===== config.mk =====
export PLATFORM = sky130hd
export DESIGN_NAME = uart_rx_axis
export DESIGN_NICKNAME = d
export VERILOG_FILES = /design/src/rtl/uart_rx_axis_pkg.sv /design/src/rtl/axis_byte_fifo.sv /design/src/rtl/uart_rx_axis.sv
export SDC_FILE = /design/constraint.sdc
export NUM_CORES = 1
export LEC_CHECK = 0
export BUFFER_PORTS_ARGS = -buffer_cell sky130_fd_sc_hd__buf_2
export CORE_UTILIZATION = 30
export CTS_CLUSTER_SIZE = 40
export DETAILED_ROUTE_END_ITERATION = 12
export PLACE_DENSITY_LB_ADDON = 0.3
export SLEW_MARGIN = 20
export SYNTH_ARGS = -nofsm -noshare
export SYNTH_HDL_FRONTEND = slang
export SYNTH_SLANG_ARGS = --single-unit
export TNS_END_PERCENT = 20

===== constraint.sdc =====
create_clock -name i_clk -period 6.7 [get_ports i_clk]
set_clock_uncertainty 0.05 [all_clocks]
set_input_delay 1.005 -clock i_clk [delete_from_list [all_inputs] [get_ports i_clk]]
set_output_delay 1.005 -clock i_clk [all_outputs]
set_load 0.02 [all_outputs]

===== src/rtl/uart_rx_axis_pkg.sv =====
// uart_rx_axis_pkg
//   Shared definitions for the UART receive path: receiver FSM state
//   encodings and the default line settings (16 MHz clock, 57600 baud,
//   newline as end-of-line marker, 4-entry receive FIFO).
//   No ports; imported by uart_rx_axis.
package uart_rx_axis_pkg;

  // 16 MHz / 57600 baud, rounded to the nearest whole cycle count
  localparam int unsigned DEFAULT_CLKS_PER_BIT = 278;
  localparam logic [7:0]  DEFAULT_EOL_BYTE     = 8'h0A;
  localparam int unsigned DEFAULT_FIFO_DEPTH   = 4;

  // Receiver FSM encodings, kept as plain constants so older tools and
  // waveform viewers that only understand vectors can still decode them
  localparam logic [2:0] ST_IDLE  = 3'd0;
  localparam logic [2:0] ST_START = 3'd1;
  localparam logic [2:0] ST_DATA  = 3'd2;
  localparam logic [2:0] ST_STOP  = 3'd3;
  localparam logic [2:0] ST_BREAK = 3'd4;

endpackage


===== src/rtl/axis_byte_fifo.sv =====
// axis_byte_fifo
//   Small byte FIFO with an AXI-Stream style read side. It absorbs short
//   consumer stalls so received bytes are not lost. A push into a full FIFO
//   still succeeds if the head is popped in the same cycle; otherwise the
//   byte is dropped and overrun_o pulses for one cycle.
// Ports
//   clk_i       system clock
//   rst_i       asynchronous active-high reset
//   push_i      write request, one cycle per byte
//   pushData_i  byte to write
//   tready_i    consumer ready; pop happens on tvalid_o & tready_i
//   tdata_o     byte at the FIFO head
//   tvalid_o    FIFO not empty
//   overrun_o   one-cycle pulse when a pushed byte was dropped
module axis_byte_fifo #(
  parameter int unsigned DEPTH = 4
) (
  input  logic       clk_i,
  input  logic       rst_i,
  input  logic       push_i,
  input  logic [7:0] pushData_i,
  input  logic       tready_i,
  output logic [7:0] tdata_o,
  output logic       tvalid_o,
  output logic       overrun_o
);

  localparam int unsigned AW = $clog2(DEPTH);
  localparam int unsigned CW = AW + 1;
  localparam logic [CW-1:0] FULL_COUNT = CW'(DEPTH);

  logic [7:0]    mem_q [DEPTH];
  logic [AW-1:0] wrPtr_q, wrPtr_d;
  logic [AW-1:0] rdPtr_q, rdPtr_d;
  logic [CW-1:0] count_q, count_d;
  logic          overrun_q, overrun_d;

  logic isEmpty;
  logic isFull;
  logic pop;
  logic pushOk;

  // A pop frees the head slot in the same edge the write lands, so a full
  // FIFO can accept a byte exactly when the consumer takes one. Pointers
  // are AW bits wide and DEPTH is a power of two, so they wrap on their own.
  always_comb begin
    isEmpty   = (count_q == '0);
    isFull    = (count_q == FULL_COUNT);
    pop       = !isEmpty && tready_i;
    pushOk    = push_i && (!isFull || pop);
    overrun_d = push_i && isFull && !pop;

    wrPtr_d = wrPtr_q;
    rdPtr_d = rdPtr_q;
    count_d = count_q;
    if (pushOk) begin
      wrPtr_d = wrPtr_q + AW'(1);
    end
    if (pop) begin
      rdPtr_d = rdPtr_q + AW'(1);
    end
    case ({pushOk, pop})
      2'b10:   count_d = count_q + CW'(1);
      2'b01:   count_d = count_q - CW'(1);
      default: count_d = count_q;
    endcase
  end

  // Storage and pointers; storage is cleared so the head reads zero out of reset
  always_ff @(posedge clk_i or posedge rst_i) begin
    if (rst_i) begin
      for (int i = 0; i < int'(DEPTH); i++) begin
        mem_q[i] <= '0;
      end
      wrPtr_q   <= '0;
      rdPtr_q   <= '0;
      count_q   <= '0;
      overrun_q <= 1'b0;
    end else begin
      if (pushOk) begin
        mem_q[wrPtr_q] <= pushData_i;
      end
      wrPtr_q   <= wrPtr_d;
      rdPtr_q   <= rdPtr_d;
      count_q   <= count_d;
      overrun_q <= overrun_d;
    end
  end

  assign tdata_o   = mem_q[rdPtr_q];
  assign tvalid_o  = !isEmpty;
  assign overrun_o = overrun_q;

endmodule


===== src/rtl/uart_rx_axis.sv =====
// uart_rx_axis
//   8N1 UART receiver presenting received bytes as an AXI-Stream byte
//   stream. The serial line is synchronised, sampled mid-bit by a down-
//   counting bit timer, and completed bytes are pushed into a small skid
//   FIFO. o_tlast flags the end-of-line byte.
// Ports
//   i_clk        system clock
//   i_rst        asynchronous active-high reset
//   i_uart_rx    serial input, idle high, asynchronous to i_clk
//   o_tdata      byte at the FIFO head
//   o_tlast      head byte equals EOL_BYTE (qualified by o_tvalid)
//   o_tvalid     FIFO not empty
//   i_tready     consumer ready
//   o_frame_err  one-cycle pulse: stop bit sampled low
//   o_overrun    one-cycle pulse: byte dropped because the FIFO was full
module uart_rx_axis
  import uart_rx_axis_pkg::*;
#(
  parameter int unsigned CLKS_PER_BIT = DEFAULT_CLKS_PER_BIT,
  parameter logic [7:0]  EOL_BYTE     = DEFAULT_EOL_BYTE,
  parameter int unsigned FIFO_DEPTH   = DEFAULT_FIFO_DEPTH
) (
  input  logic       i_clk,
  input  logic       i_rst,
  input  logic       i_uart_rx,
  output logic [7:0] o_tdata,
  output logic       o_tlast,
  output logic       o_tvalid,
  input  logic       i_tready,
  output logic       o_frame_err,
  output logic       o_overrun
);

  localparam int unsigned TW = $clog2(CLKS_PER_BIT);
  localparam logic [TW-1:0] HALF_RELOAD = TW'(CLKS_PER_BIT / 2 - 1);
  localparam logic [TW-1:0] FULL_RELOAD = TW'(CLKS_PER_BIT - 1);

  logic          sync1_q, sync2_q;
  logic          rxS;
  logic [2:0]    state_q, state_d;
  logic [TW-1:0] bitTimer_q, bitTimer_d;
  logic [2:0]    bitIdx_q, bitIdx_d;
  logic [7:0]    shift_q, shift_d;
  logic          frameErr_q, frameErr_d;
  logic          pushByte;
  logic [7:0]    fifoData;
  logic          fifoValid;

  // Two-flop synchroniser; both stages reset to the idle (high) line level
  // so a reset never looks like a start bit
  always_ff @(posedge i_clk or posedge i_rst) begin
    if (i_rst) begin
      sync1_q <= 1'b1;
      sync2_q <= 1'b1;
    end else begin
      sync1_q <= i_uart_rx;
      sync2_q <= sync1_q;
    end
  end

  assign rxS = sync2_q;

  // Receiver FSM. The first wait is half a bit so every later sample falls
  // mid-bit. A low stop bit leads to BREAK, which waits for the line to go
  // high so a held-low line cannot retrigger endless frames.
  always_comb begin
    state_d    = state_q;
    bitTimer_d = bitTimer_q;
    bitIdx_d   = bitIdx_q;
    shift_d    = shift_q;
    frameErr_d = 1'b0;
    pushByte   = 1'b0;

    case (state_q)
      ST_IDLE: begin
        if (!rxS) begin
          state_d    = ST_START;
          bitTimer_d = HALF_RELOAD;
        end
      end

      ST_START: begin
        if (bitTimer_q == '0) begin
          bitTimer_d = FULL_RELOAD;
          if (!rxS) begin
            state_d  = ST_DATA;
            bitIdx_d = 3'd0;
          end else begin
            state_d = ST_IDLE;
          end
        end else begin
          bitTimer_d = bitTimer_q - TW'(1);
        end
      end

      ST_DATA: begin
        if (bitTimer_q == '0) begin
          shift_d    = {rxS, shift_q[7:1]};
          bitTimer_d = FULL_RELOAD;
          if (bitIdx_q == 3'd7) begin
            state_d = ST_STOP;
          end else begin
            bitIdx_d = bitIdx_q + 3'd1;
          end
        end else begin
          bitTimer_d = bitTimer_q - TW'(1);
        end
      end

      ST_STOP: begin
        if (bitTimer_q == '0) begin
          bitTimer_d = FULL_RELOAD;
          if (rxS) begin
            pushByte = 1'b1;
            state_d  = ST_IDLE;
          end else begin
            frameErr_d = 1'b1;
            state_d    = ST_BREAK;
          end
        end else begin
          bitTimer_d = bitTimer_q - TW'(1);
        end
      end

      ST_BREAK: begin
        if (rxS) begin
          state_d    = ST_IDLE;
          bitTimer_d = FULL_RELOAD;
        end
      end

      default: begin
        state_d = ST_IDLE;
      end
    endcase
  end

  // FSM state, timer, bit counter, shift register and the frame-error pulse
  always_ff @(posedge i_clk or posedge i_rst) begin
    if (i_rst) begin
      state_q    <= ST_IDLE;
      bitTimer_q <= '0;
      bitIdx_q   <= '0;
      shift_q    <= '0;
      frameErr_q <= 1'b0;
    end else begin
      state_q    <= state_d;
      bitTimer_q <= bitTimer_d;
      bitIdx_q   <= bitIdx_d;
      shift_q    <= shift_d;
      frameErr_q <= frameErr_d;
    end
  end

  // The push uses shift_q, which already holds all eight data bits once the
  // FSM is in STOP
  axis_byte_fifo #(
    .DEPTH (FIFO_DEPTH)
  ) u_fifo (
    .clk_i      (i_clk),
    .rst_i      (i_rst),
    .push_i     (pushByte),
    .pushData_i (shift_q),
    .tready_i   (i_tready),
    .tdata_o    (fifoData),
    .tvalid_o   (fifoValid),
    .overrun_o  (o_overrun)
  );

  assign o_tdata     = fifoData;
  assign o_tvalid    = fifoValid;
  assign o_tlast     = fifoValid && (fifoData == EOL_BYTE);
  assign o_frame_err = frameErr_q;

endmodule

==> summary.txt <==
Status
  • Status: finished, final reports clean

Clock tree
  • Post-CTS Hold Buffers: 0
  • Root buffer cell: clkbuf_8
  • Cts repair resizes: 0
  • H-Tree Level Count: 3
  • Clock sink count: between 60 and 70
  • CTS tree: yes
  • Number of CTS-inserted buffers: 9
  • Worst-Skew Late Latency: 0.34 ns
  • CTS Buffer Depth: 2
  • Post-CTS setup buffers: 0
  • Clk pin slew, worst setup/hold paths: 0.08 ns

Timing
  • Fin. Hold Viols: 0
  • Crit path time final: 3.48 ns
  • Setup ws final: between 3 and 4 ns
  • Setup-failing EPs final: 0
  • Worst Max-Slew Pin Slew: ~0.86 ns
  • Max Freq: 287 MHz
  • Period utilization: 52.0%
  • Fin. max-slew vios: 0
  • Max_slew headroom: 42.8%
  • Setup_tns: 0 ns
  • Unrepaired setup endpoints after global routing: false

Floorplan
  • Core Area: 10900 µm²
  • Die area: about 12000 µm²
  • Number of I/O pins: 16
  • Die Span X: approximately 110 µm
  • Row count: 38
  • Die Span Y: approximately 110 µm
  • Initial core utilization: a little under a third

Yosys
  • Ys async rst share: 100%
  • Syn Inst Count: between 200 and 250
  • Net Count, Synth: between 200 and 300
  • Synth Register Bits: between 60 and 70
  • Synth Cell Area: approximately 3400 µm²
  • Ys flop type: dfrtp_1
  • Post-synthesis sequential area ratio: between 40% and 50%
  • Avg Cell Area, Syn: approximately 14 µm²
  • YS warnings: 0
  • Number of synthesized flops with an enable pin: 0
  • Distinct cells, synth: 55

Placed design
  • HPWL Detailed: 4.09 mm
  • Pre-CTS setup slack: around 3.5 ns
  • Global placement routability congestion: between 0.7 and 0.8
  • I/O Buffers: 15
  • Area after DPL: ~3600 µm²

GRT
  • Vias in the first global route: between 1.5k and 2k
  • Largest net degree at the start of global routing: 67
  • First-pass GRT wire length: approximately 10 mm
  • Initial antenna violation count: 0
  • GRT Util Overall: 11.8%
  • Grt total ovfl: 0

Routing
  • Via density: about 4.7
  • Initial drt markers: 55
  • DR pass1 iterations: 4
  • DRC violations left: 0
  • Detail Route Antenna Nets: 0
  • DR vias: between 1.5k and 2k
  • DR WL/cell: 15.1 µm
  • Routed wire length: slightly above 6 mm

Critical path
  • Req. time, crit path: 5.64 ns
  • Arrival @ worst endpoint: 2.43 ns
  • Setup Crit Path Kind: flip-flop to primary output
  • Crit path max fanout: 10
  • Critical path endpoint category: primary output
  • Startpoint Class: flip-flop
  • CP startpoint: u_fifo.rdPtr_q[0]$_DFFE_PP0P_
  • R2R Path Start: bitTimer_q[0]$_DFFE_PP0P_

Worst hold path
  • Hold path start: sync1_q$_DFF_PP1_
  • Worst hold path class: flip-flop to flip-flop

Final layout
  • Area grow syn2layout: 13.5%
  • Antenna diode count: 0
  • Final #Nets: between 200 and 300
  • Share of post-route cells with drive strength above 1: approximately two fifths
  • Final instance area: about 3800 µm²

Run
  • Max_cap viols: 0

Pwr
  • P_leak: 1.81 nW
  • Worst vdd ir: slightly below 0.00008 V
  • Pwr Density: around 210 nW/µm²
path summary, 6_finish.rpt:
| path | cells after the start | end | slack [ns] |
|---|---|---|---|
| setup / recovery | 5 | o_tlast | 3.22 |
| hold / removal | 0 | rxS$_DFF_PP1_ | 0.31 |
| setup reg to reg | 9 | u_fifo.count_q[1]$_DFFE_PP0P_ | 4.15 |
| hold reg to reg | 0 | rxS$_DFF_PP1_ | 0.31 |
| max in group asynchronous | 3 | state_q[2]$_DFFE_PP0P_ | 5.17 |
| min in group asynchronous | 3 | u_fifo.mem_q[21]$_DFFE_PP0P_ | 0.86 |
through the flow:
| stage | hold WS, ns | utilization, % | cells | power [mW] |
|---|---|---|---|---|
| floorplan | 0.295 | - | 236 | 0.414 |
| global placement | 0.296 | 32.9 | 386 | 0.418 |
| detailed placement | 0.299 | 32.9 | 386 | 0.418 |
| CTS | 0.309 | 35.0 | 402 | 0.805 |
| global route | 0.314 | 35.0 | 402 | 0.824 |
| finish | 0.308 | 35.0 | 402 | 0.791 |
where the power goes:
part	total, mW	switching, mW	internal [mW]
Clock	0.381	0.161	0.220
Combinational	0.0100	0.00849	0.00151
Sequential	0.400	0.000655	0.399
synthesized netlist by cell type (all sizes together), types with 3 or more instances:
| library cell | n | area share (%) |
|---|---|---|
| mux4 | 8 | 5.4 |
| xnor2 | 4 | 1.0 |
| inv | 10 | 1.1 |
| o21ai | 6 | 0.89 |
| mux2 | 42 | 18 |
| nand2 | 12 | 3.3 |
| ha | 9 | 3.3 |
| nand3 | 6 | 0.89 |
| nor3b | 4 | 1.0 |
| buf | 5 | 0.86 |
| a21oi | 8 | 1.2 |
| nor4b | 3 | 1.2 |
| o2bb2ai | 3 | 0.78 |
| a22o | 3 | 0.78 |
| dfrtp | 64 | 48 |
| nor3 | 4 | 0.74 |
| xor2 | 5 | 1.3 |
| nor2 | 9 | 1.0 |
cell usage in the layout, fill, tap and decap left out, drive strengths merged, types with 2 or more instances in the layout:
cell / Yosys / routed
a21o: 2 / 2
a21oi: 8 / 8
a22o: 3 / 3
and2: 2 / 2
and4b: 2 / 2
buf: 5 / 16
bufinv: 0 / 2
clkbuf: 1 / 10
clkinv: 0 / 3
dfrtp: 64 / 64
dfstp: 2 / 2
ha: 9 / 9
inv: 10 / 10
mux2: 42 / 42
mux4: 8 / 8
nand2: 12 / 12
nand3: 6 / 6
nor2: 9 / 9
nor3: 4 / 4
nor3b: 4 / 4
nor4: 2 / 2
nor4b: 3 / 3
o21a: 2 / 2
o21ai: 6 / 6
o2bb2ai: 3 / 3
or4b: 2 / 2
xnor2: 4 / 4
xor2: 5 / 5
area by class of cell:
class	instances	area (µm²)
inverters	10	37.5
multi-input cells	154	1640
fillers	1044	7070
well taps	140	175
repair buffers	16	82.6
flip-flops and latches	66	1650
clock inverters	6	90.1
clock buffers	10	138
cell families (layout without fill, tap and decap cells):
kind of cell             count (synthesis)  in the layout  share of synthesized area (%)
AND/OR/NAND/NOR                         51             51                           12.3
XOR/XNOR                                 9              9                           2.34
multiplexers                            50             50                           23.0
AO/OA/AOI/OAI                           34             34                           7.15
buffers and inverters                   16             42                           2.08
adder cells (fa/ha/maj)                 10             10                           3.95
flip-flops                              66             66                           49.2
per-layer routing:
layer	track usage, %	part of all wire (%)	up-vias
met3	3.69	3.7	7
met5	0	0	-
li1	-	-	910
met4	4.11	1.0	0
met2	17.7	46	27
met1	15.9	49	943
flip-flops by register name, summed over array words and instances, names as in the netlist:
signal / flops
state_q: 3
u_fifo.overrun_o: 1
u_fifo.wrPtr_q: 2
shift_q: 8
u_fifo.rdPtr_q: 2
bitIdx_q: 3
u_fifo.mem_q: 32
u_fifo.count_q: 3
sync1_q: 1
o_frame_err: 1
rxS: 1
bitTimer_q: 9
critical path, stage by stage (launching register included):
cell and delay (ns):
dfrtp_1 0.71, mux4_2 0.60, nor4b_1 0.30, nand3_1 0.14, nor4_2 0.14, buf_2 0.20
Power figures use the tool's default switching activity.
